`src/rtl/ann_layer_sequencer.sv`:
```
// Walks sample/layer/row/col for the shared MAC->bias->activation datapath and scores each sample.
// Outputs registered from next state (mac_clr one cycle after start); stalls in ACT_WAIT on act_done, aborts to IDLE when enable drops.
module ann_layer_sequencer #(
    parameter int ROWS0      = 30,
    parameter int COLS0      = 64,
    parameter int ROWS1      = 10,
    parameter int COLS1      = 30,
    parameter int MAX_ROWS   = 30,
    parameter int MAX_COLS   = 64,
    parameter int MAX_INPUTS = 300
) (
    input  logic                              clk,
    input  logic                              rst_overall_n,
    input  logic                              enable_inference,
    input  logic                              upload_done,
    input  logic                              act_done,
    input  logic [ROWS1-1:0]                  expected_output,
    input  logic [ROWS1-1:0]                  obtained_output,
    output logic                              layer_idx,
    output logic [$clog2(MAX_ROWS)-1:0]       row_addr,
    output logic [$clog2(MAX_COLS)-1:0]       col_addr,
    output logic [$clog2(MAX_INPUTS+1)-1:0]   sample_idx,
    output logic                              mac_clr,
    output logic                              mac_en,
    output logic                              bias_en,
    output logic                              act_start,
    output logic                              sample_done,
    output logic [$clog2(MAX_INPUTS+1)-1:0]   correct_cnt,
    output logic                              final_done,
    output logic                              busy
);
    localparam int RW = $clog2(MAX_ROWS);
    localparam int CW = $clog2(MAX_COLS);
    localparam int SW = $clog2(MAX_INPUTS + 1);

    localparam logic [RW-1:0] R0_LAST = RW'(ROWS0 - 1);
    localparam logic [RW-1:0] R1_LAST = RW'(ROWS1 - 1);
    localparam logic [CW-1:0] C0_LAST = CW'(COLS0 - 1);
    localparam logic [CW-1:0] C1_LAST = CW'(COLS1 - 1);
    localparam logic [SW-1:0] S_LAST  = SW'(MAX_INPUTS - 1);

    typedef enum logic [2:0] {
        S_IDLE, S_CLEAR, S_MAC, S_BIAS, S_ACT_START, S_ACT_WAIT, S_SCORE, S_DONE
    } state_t;

    state_t          state_q, state_d;
    logic            layer_q, layer_d;
    logic [RW-1:0]   row_q, row_d;
    logic [CW-1:0]   col_q, col_d;
    logic [SW-1:0]   sample_q, sample_d;
    logic [SW-1:0]   correct_q, correct_d;
    logic            mac_clr_q, mac_clr_d;
    logic            mac_en_q, mac_en_d;
    logic            bias_en_q, bias_en_d;
    logic            act_start_q, act_start_d;
    logic            sample_done_q, sample_done_d;
    logic            final_done_q, final_done_d;
    logic            busy_q, busy_d;

    logic [CW-1:0]   col_last;
    logic [RW-1:0]   row_last;
    logic            in_busy_state;

    assign col_last      = layer_q ? C1_LAST : C0_LAST;
    assign row_last      = layer_q ? R1_LAST : R0_LAST;
    assign in_busy_state = (state_q != S_IDLE) && (state_q != S_DONE);

    always_comb begin
        state_d   = state_q;
        layer_d   = layer_q;
        row_d     = row_q;
        col_d     = col_q;
        sample_d  = sample_q;
        correct_d = correct_q;

        // Abort freezes every counter; they are only cleared by the next start.
        if (in_busy_state && !enable_inference) begin
            state_d = S_IDLE;
        end else begin
            case (state_q)
                S_IDLE: begin
                    if (enable_inference && upload_done) begin
                        layer_d   = 1'b0;
                        row_d     = '0;
                        sample_d  = '0;
                        correct_d = '0;
                        state_d   = S_CLEAR;
                    end
                end
                S_CLEAR:     state_d = S_MAC;
                S_MAC: begin
                    if (col_q == col_last) begin
                        state_d = S_BIAS;
                    end else begin
                        col_d = col_q + CW'(1);
                    end
                end
                S_BIAS:      state_d = S_ACT_START;
                S_ACT_START: state_d = S_ACT_WAIT;
                S_ACT_WAIT: begin
                    if (act_done) begin
                        if (row_q < row_last) begin
                            row_d   = row_q + RW'(1);
                            state_d = S_CLEAR;
                        end else if (!layer_q) begin
                            layer_d = 1'b1;
                            row_d   = '0;
                            state_d = S_CLEAR;
                        end else begin
                            state_d = S_SCORE;
                        end
                    end
                end
                S_SCORE: begin
                    if (obtained_output == expected_output) begin
                        correct_d = correct_q + SW'(1);
                    end
                    if (sample_q == S_LAST) begin
                        state_d = S_DONE;
                    end else begin
                        sample_d = sample_q + SW'(1);
                        layer_d  = 1'b0;
                        row_d    = '0;
                        state_d  = S_CLEAR;
                    end
                end
                S_DONE: begin
                    if (!enable_inference) begin
                        state_d = S_IDLE;
                    end
                end
                default:     state_d = S_IDLE;
            endcase
        end

        // Column index reads 0 already during the CLEAR cycle.
        if (state_d == S_CLEAR) begin
            col_d = '0;
        end

        mac_clr_d     = (state_d == S_CLEAR);
        mac_en_d      = (state_d == S_MAC);
        bias_en_d     = (state_d == S_BIAS);
        act_start_d   = (state_d == S_ACT_START);
        sample_done_d = (state_d == S_SCORE);
        final_done_d  = (state_d == S_DONE);
        busy_d        = (state_d != S_IDLE) && (state_d != S_DONE);
    end

    always_ff @(posedge clk) begin
        if (!rst_overall_n) begin
            state_q       <= S_IDLE;
            layer_q       <= 1'b0;
            row_q         <= '0;
            col_q         <= '0;
            sample_q      <= '0;
            correct_q     <= '0;
            mac_clr_q     <= 1'b0;
            mac_en_q      <= 1'b0;
            bias_en_q     <= 1'b0;
            act_start_q   <= 1'b0;
            sample_done_q <= 1'b0;
            final_done_q  <= 1'b0;
            busy_q        <= 1'b0;
        end else begin
            state_q       <= state_d;
            layer_q       <= layer_d;
            row_q         <= row_d;
            col_q         <= col_d;
            sample_q      <= sample_d;
            correct_q     <= correct_d;
            mac_clr_q     <= mac_clr_d;
            mac_en_q      <= mac_en_d;
            bias_en_q     <= bias_en_d;
            act_start_q   <= act_start_d;
            sample_done_q <= sample_done_d;
            final_done_q  <= final_done_d;
            busy_q        <= busy_d;
        end
    end

    assign layer_idx   = layer_q;
    assign row_addr    = row_q;
    assign col_addr    = col_q;
    assign sample_idx  = sample_q;
    assign correct_cnt = correct_q;
    assign mac_clr     = mac_clr_q;
    assign mac_en      = mac_en_q;
    assign bias_en     = bias_en_q;
    assign act_start   = act_start_q;
    assign sample_done = sample_done_q;
    assign final_done  = final_done_q;
    assign busy        = busy_q;

endmodule

```
`config.mk`:
```
export PLATFORM = sky130hd
export DESIGN_NAME = ann_layer_sequencer
export DESIGN_NICKNAME = d
export VERILOG_FILES = /design/src/rtl/ann_layer_sequencer.sv
export SDC_FILE = /design/constraint.sdc
export NUM_CORES = 1
export LEC_CHECK = 0
export ABC_AREA = 1
export BUFFER_PORTS_ARGS = -buffer_cell sky130_fd_sc_hd__buf_4
export CORE_MARGIN = 5
export CORE_UTILIZATION = 35
export CTS_BUF_LIST = sky130_fd_sc_hd__clkbuf_16
export DETAILED_ROUTE_END_ITERATION = 16
export PLACE_DENSITY = 0.59
export SKIP_LAST_GASP = 1
export SLEW_MARGIN = 10
export SYNTH_ARGS = -nofsm -noshare
export SYNTH_HDL_FRONTEND = slang
export SYNTH_SLANG_ARGS = --single-unit
```
`constraint.sdc`:
```
create_clock -name clk -period 2.03 [get_ports clk]
set_input_delay 0.203 -clock clk [delete_from_list [all_inputs] [get_ports clk]]
set_output_delay 0.203 -clock clk [all_outputs]
set_load 0.02 [all_outputs]
```
==> results of run 1 <==
registers in the layout, indices dropped and copies added (netlist names):
signal       cells
correct_cnt      9
sample_idx       9
col_addr         6
row_addr         5
state_q          3
act_start        1
bias_en          1
busy             1
final_done       1
layer_idx        1
mac_clr          1
mac_en           1
sample_done      1
final cells by class:
type | instances | area (um2)
fill | 674 | 3380
multi-input combinational | 260 | 1370
sequential | 40 | 801
timing repair buffer | 67 | 503
inverter | 37 | 139
clock buffer | 5 | 125
tap | 77 | 96.3
clock inverter | 3 | 11.3
power groups by stage:
| stage | logic, W | clock network, W | registers (W) |
|---|---|---|---|
| floorplan | 0.000699 | 0 | 0.00107 |
| global placement | 0.00116 | 0 | 0.000982 |
| detailed placement | 0.00117 | 0 | 0.000986 |
| CTS | 0.00117 | 0.000757 | 0.000970 |
| global route | 0.00131 | 0.000795 | 0.000986 |
| finish | 0.00117 | 0.000744 | 0.000970 |
final timing paths:
check | startpoint | cells past startpoint | slack (ps) | endpoint
max reg2reg | state_q[2] | 7 | 240 | correct_cnt[2]
min | rst_overall_n | 3 | 240 | row_addr[0]
max | state_q[2] | 7 | 240 | correct_cnt[2]
min reg2reg | correct_cnt[8] | 2 | 500 | correct_cnt[8]
kinds of logic after synthesis:
group,count (synthesis),share of synthesized area (%)
AO/OA/AOI/OAI,32,7.14
XOR/XNOR,22,8.26
adder cells (fa/ha/maj),6,3.22
buffers and inverters,42,7.03
flip-flops,40,34.3
AND/OR/NAND/NOR,200,40.0
layer usage:
metal  GRT usage (%)  vias up  part of all wire (%)
li1                -     1236                     -
met1            18.2     1079                    47
met3            3.11        7                   4.3
met2            24.7       42                    48
met5               0        -                     0
met4            4.15        0                   1.2
metrics by stage:
| stage | area, um2 | hold slack [ps] | utilization, % | setup slack [ps] |
|---|---|---|---|---|
| global route | 3040 | 260 | 47.4 | 52.8 |
| floorplan | 2330 | 339 | - | 298 |
| finish | 3040 | 240 | 47.4 | 238 |
| CTS | 3040 | 232 | 47.4 | 224 |
| detailed placement | 2910 | 488 | 45.3 | 238 |
| global placement | 2910 | 481 | 45.3 | 243 |
worst max-delay path: cells and delay by family (launching register included):
family / cells / cell delay (ps)
flops: 1 / 450
simple gates: 6 / 1120
compound gates: 1 / 60
cells in the final DEF (no fill, tap or decap), types with 10 or more instances in the layout:
cell,n
buf_4,67
xor2_1,10
a21oi_1,26
xnor2_1,12
nor2_1,42
inv_1,34
nand2_1,85
nand3_1,32
dfxtp_1,40
nor3_1,10
==> results_dict.tcl, run 1 <==
set metrics [dict create \
    die_area_mm2 0.00840 \
    antenna_cells 0 \
    seqPwrFrac_pct 33.7 \
    rsz0062_at_grt "no" \
    synth_area_leader_cell "dfxtp_1" \
    ant_nets 0 \
    gp_congestion 0.840 \
    cts_hold_buf 0 \
    max-vdd-ir-drop_uv 501 \
    cpMaxStageDelayCell "dfxtp_1" \
    dp_hpwl_mm 4.51 \
    status "complete, no violations" \
    ioPinCount 62 \
    post-route-min-period_ps 1790 \
    yosysMostFrequentCell "nand2_1" \
    clkSlewWorstSetupHoldPaths_ps 60 \
    grt_pass1_wl_mm 10.1 \
    synth_area_mm2 0.00233 \
    ys_warn_count 0 \
    synthesis.nets 373 \
    synth_top_cells_by_count "nand2_1 (85), nor2_1 (42), dfxtp_1 (40)" \
    dp_cells 481 \
    post-cts-setup-buffers 0 \
    crit_required_ps 2170 \
    clock_path_buffers 2 \
    switching_share_pct 40.0 \
    drt_iter0_markers 78 \
    std_cell_rows 29 \
    fin_worst_skew_ps 5.78 \
    root_buffer "clkbuf_16" \
    synthFlopType "dfxtp_1" \
    synth_top_area_share_pct 34.3 \
    hold_class "primary input to flip-flop" \
    tightest_slew_ps 638 \
    antenna_found_initial 0 \
    share_comb_of_total_power_pct 40.5 \
    synth-edff-count 0 \
    nets 442 \
    synthTopCellsByArea "dfxtp_1 (34%), nand2_1 (14%), nand3_1 (6.9%)" \
    maxSlewHeadroom_pct 57.4 \
    syn_avg_cell_area_um2 6.82 \
    die_h_um 91.6 \
    ys_seq_area_share_pct 34.3 \
    cap_violations 0 \
    drive_gt1_share_pct 23.1 \
    cp_cell_sequence "nand3_2 -> nor3_1 -> nand3_1 -> nand2_2 -> nand2_1 -> nand2_1 -> a21oi_1" \
    via_per_inst 4.83 \
    cp_slowest_stage_delay_ps 450 \
    synth_cell_types 31 \
    core_area_mm2 0.00642 \
    finalHoldViolCount 0 \
    cp.arrival_ps 1930 \
    dr.pass1.iters 4 \
    cts_resized 0 \
    pwr-share-clk_pct 25.8 \
    dieWidth_um 91.6 \
    place.port_buffers 61 \
    overflow 0 \
    path_common_cell "nand2_1" \
    grtUsageTotal_pct 14.4 \
    p_int_w 0.00173 \
    fin_tns_setup_ps 0 \
    synthArstFlopShare_pct 0 \
    drc 0 \
    vias 2364 \
    setup.worst_path.end_class "flip-flop" \
    start_kind "flip-flop" \
    worstSkewPairLatency_ps 280 \
    p_total_w 0.00288 \
    p_leak_nw 1.34 \
    synthCells 342 \
    ys_ff_latch 40 \
    power_density_mw_per_mm2 947 \
    criticalPathCategory "flip-flop to flip-flop" \
    clock.fmax_mhz 558 \
    cts_sinks 40 \
    cts_max_level 2 \
    stdcell_count 489 \
    switchingPower_w 0.00115 \
    setup_viol 0 \
    syn_to_final_growth_pct 30.5 \
    grt_start_max_net_pins 18 \
    wire_per_inst_um 12.2 \
    start_util_pct 36.3 \
    slew_viol_final 0 \
    cts_tree "yes" \
    finalCritPeriodShare_pct 88.3 \
    numCtsBuffers 5 \
    cp_max_fo 10 \
    first_global_vias 2225 \
    wl_mm 5.99 \
]
No activity file was read; power rests on OpenSTA's default activity.
==> run 2: changes to the inputs <==
Settings changed: ABC_AREA 1 to not set, PLACE_DENSITY 0.59 to 0.61.
==> run 2 against run 1 <==
Compared with the run above:
- clock skew fell by 0.55 ps
- global-route usage increased by 0.89 points
- critical path type unchanged
- largest power group is now clock
- utilization is 3.9 points higher
==> results_dict.tcl, run 2 <==
set metrics [dict create \
    status "complete, no violations" \
    place.port_buffers 61 \
    fin_ws_ps 97.1 \
    cts_sinks 40 \
    cts_max_level 2 \
    synth_top_cells_by_count "dfxtp_1 (40), nor2_1 (26), nand2_1 (19), xor2_1 (19), nand3_1 (10)" \
    use_met2_pct 23.5 \
    die_area_mm2 0.00789 \
    wl_mm 5.51 \
    dp_slack_ps -53.4 \
    maxSlewHeadroom_pct 73.0 \
    post-route-min-period_ps 1930 \
    setup.worst_path.end_class "flip-flop" \
    criticalPathCategory "flip-flop to flip-flop" \
    dieWidth_um 88.8 \
    grt_busiest_layer "met2" \
    cp_max_fo 5 \
    slew_viol_final 0 \
    worstSkewPairLatency_ps 280 \
    ys_seq_area_share_pct 36.8 \
    synth_area_mm2 0.00217 \
    fin_tns_setup_ps 0 \
    setup_viol 0 \
    cts_tree "yes" \
    synthFlopType "dfxtp_1" \
    hold_class "primary input to flip-flop" \
    clock.fmax_mhz 517 \
    tightest_slew_ps 403 \
    core_area_mm2 0.00599 \
    start_kind "flip-flop" \
    synthTopCellsByArea "dfxtp_1 (37%), xor2_1 (7.7%), nor2_1 (4.5%)" \
    nets 359 \
    synth-edff-count 0 \
    via_per_inst 5.00 \
    drt_iter0_markers 97 \
    std_cell_rows 28 \
    drive_gt1_share_pct 35.0 \
    antenna_found_initial 0 \
    rsz0062_at_grt "yes" \
    wire_per_inst_um 13.6 \
    synthCells 242 \
    mostFrequentLayoutCells "buf_4 (88), dfxtp_1 (36), nor2_1 (25)" \
    dr.pass1.iters 4 \
    ioPinCount 62 \
    yosysMostFrequentCell "dfxtp_1" \
    mostFrequentLayoutCell "buf_4" \
    synthesis.nets 273 \
    ys_warn_count 0 \
    overflow 0 \
    cp.arrival_ps 2110 \
    grt_start_max_net_pins 21 \
    die_h_um 88.8 \
    antenna_cells 0 \
    clkSlewWorstSetupHoldPaths_ps 60 \
    drc 0 \
    fin_worst_skew_ps 5.23 \
    power_density_mw_per_mm2 612 \
    clock_path_buffers 2 \
    start_util_pct 36.3 \
    numCtsBuffers 5 \
    grt_pass1_wl_mm 9.45 \
    syn_to_final_growth_pct 41.2 \
    finalHoldViolCount 0 \
    ant_nets 0 \
    max-vdd-ir-drop_uv 465 \
    fillCellCount 570 \
    dp_hpwl_mm 4.24 \
    grtUsageTotal_pct 15.3 \
    cap_violations 0 \
    synth_area_leader_cell "dfxtp_1" \
    first_global_vias 2043 \
    syn_avg_cell_area_um2 8.98 \
    p_leak_nw 1.30 \
    synthArstFlopShare_pct 0 \
    synth_cell_types 58 \
    p_total_w 0.00188 \
    finalCritPeriodShare_pct 95.2 \
    vias 2020 \
    gr-usage-met1_pct 20.4 \
    crit_required_ps 2210 \
    root_buffer "clkbuf_16" \
    gp_congestion 0.816 \
    ys_ff_latch 40 \
    cts_hold_buf 0 \
    synth_top_area_share_pct 36.8 \
    grt.met3_usage_pct 3.91 \
]
## run 2: cell type report
cell class / instances / area [um2] / area share, %
multi-input combinational: 186 / 1310 / 42.8
tap: 75 / 93.8 / 3.06
timing repair buffer: 88 / 661 / 21.5
clock inverter: 3 / 42.5 / 1.39
inverter: 7 / 26.3 / 0.856
clock buffer: 5 / 125 / 4.08
sequential: 40 / 808 / 26.3
## run 2: final timing paths
check	from	endpoint	slack, ps	cells past startpoint
setup / recovery	sample_idx[2]	act_start	100	5
hold / removal	rst_overall_n	row_addr[4]	250	2
setup reg to reg	sample_idx[2]	act_start	100	5
hold reg to reg	correct_cnt[8]	correct_cnt[8]	470	2
## run 2: critical path, cell delays in order, from the launching register on
cell	delay (ps)
dfxtp_2	310
or4b_4	540
o211a_1	240
a311oi_2	310
and2_2	230
and4b_1	190
## run 2: layer usage
metal,up-vias,share of wire [%]
met5,-,0
met4,0,1.8
met3,9,5.0
met2,37,47
met1,926,46
li1,1048,-
## run 2: cells by family (layout without fill, tap and decap cells)
logic type,after synthesis,in the layout,synth area share [%]
simple gates,105,105,27.3
xor+xnor,24,24,9.67
compound gates,46,46,16.5
fa+ha+maj,6,6,3.45
mux,5,5,2.36
flops,40,40,36.8
buf+inv,16,103,3.86
## run 2: what timing repair did
| action | 4_1_cts | 5_1_grt |
|---|---|---|
| pin swaps | 1 | 2 |
| resized for setup | 0 | 6 |
| endpoints found under the setup margin | 2 | 8 |
| buffers inserted | 1 | 1 |
## run 2: power breakdown
| group | switching, W | internal, W | leakage [nW] |
|---|---|---|---|
| combinational | 0.0000903 | 0.0000912 | 0.896 |
| sequential | 0.00000524 | 0.000792 | 0.325 |
| clock | 0.000321 | 0.000578 | 0.0814 |
| total | 0.000416 | 0.00146 | 1.30 |
## run 2: metrics by stage
stage          utilization (%)  area (um2)  instances  hold WS [ps]
2_1_floorplan                -        2180        242           497
3_3_place_gp              47.8        2860        394           457
3_5_place_dp              47.8        2860        394           467
6_report                  51.2        3070        404           254
4_1_cts                   50.7        3040        403           250
5_1_grt                   51.2        3070        404           269
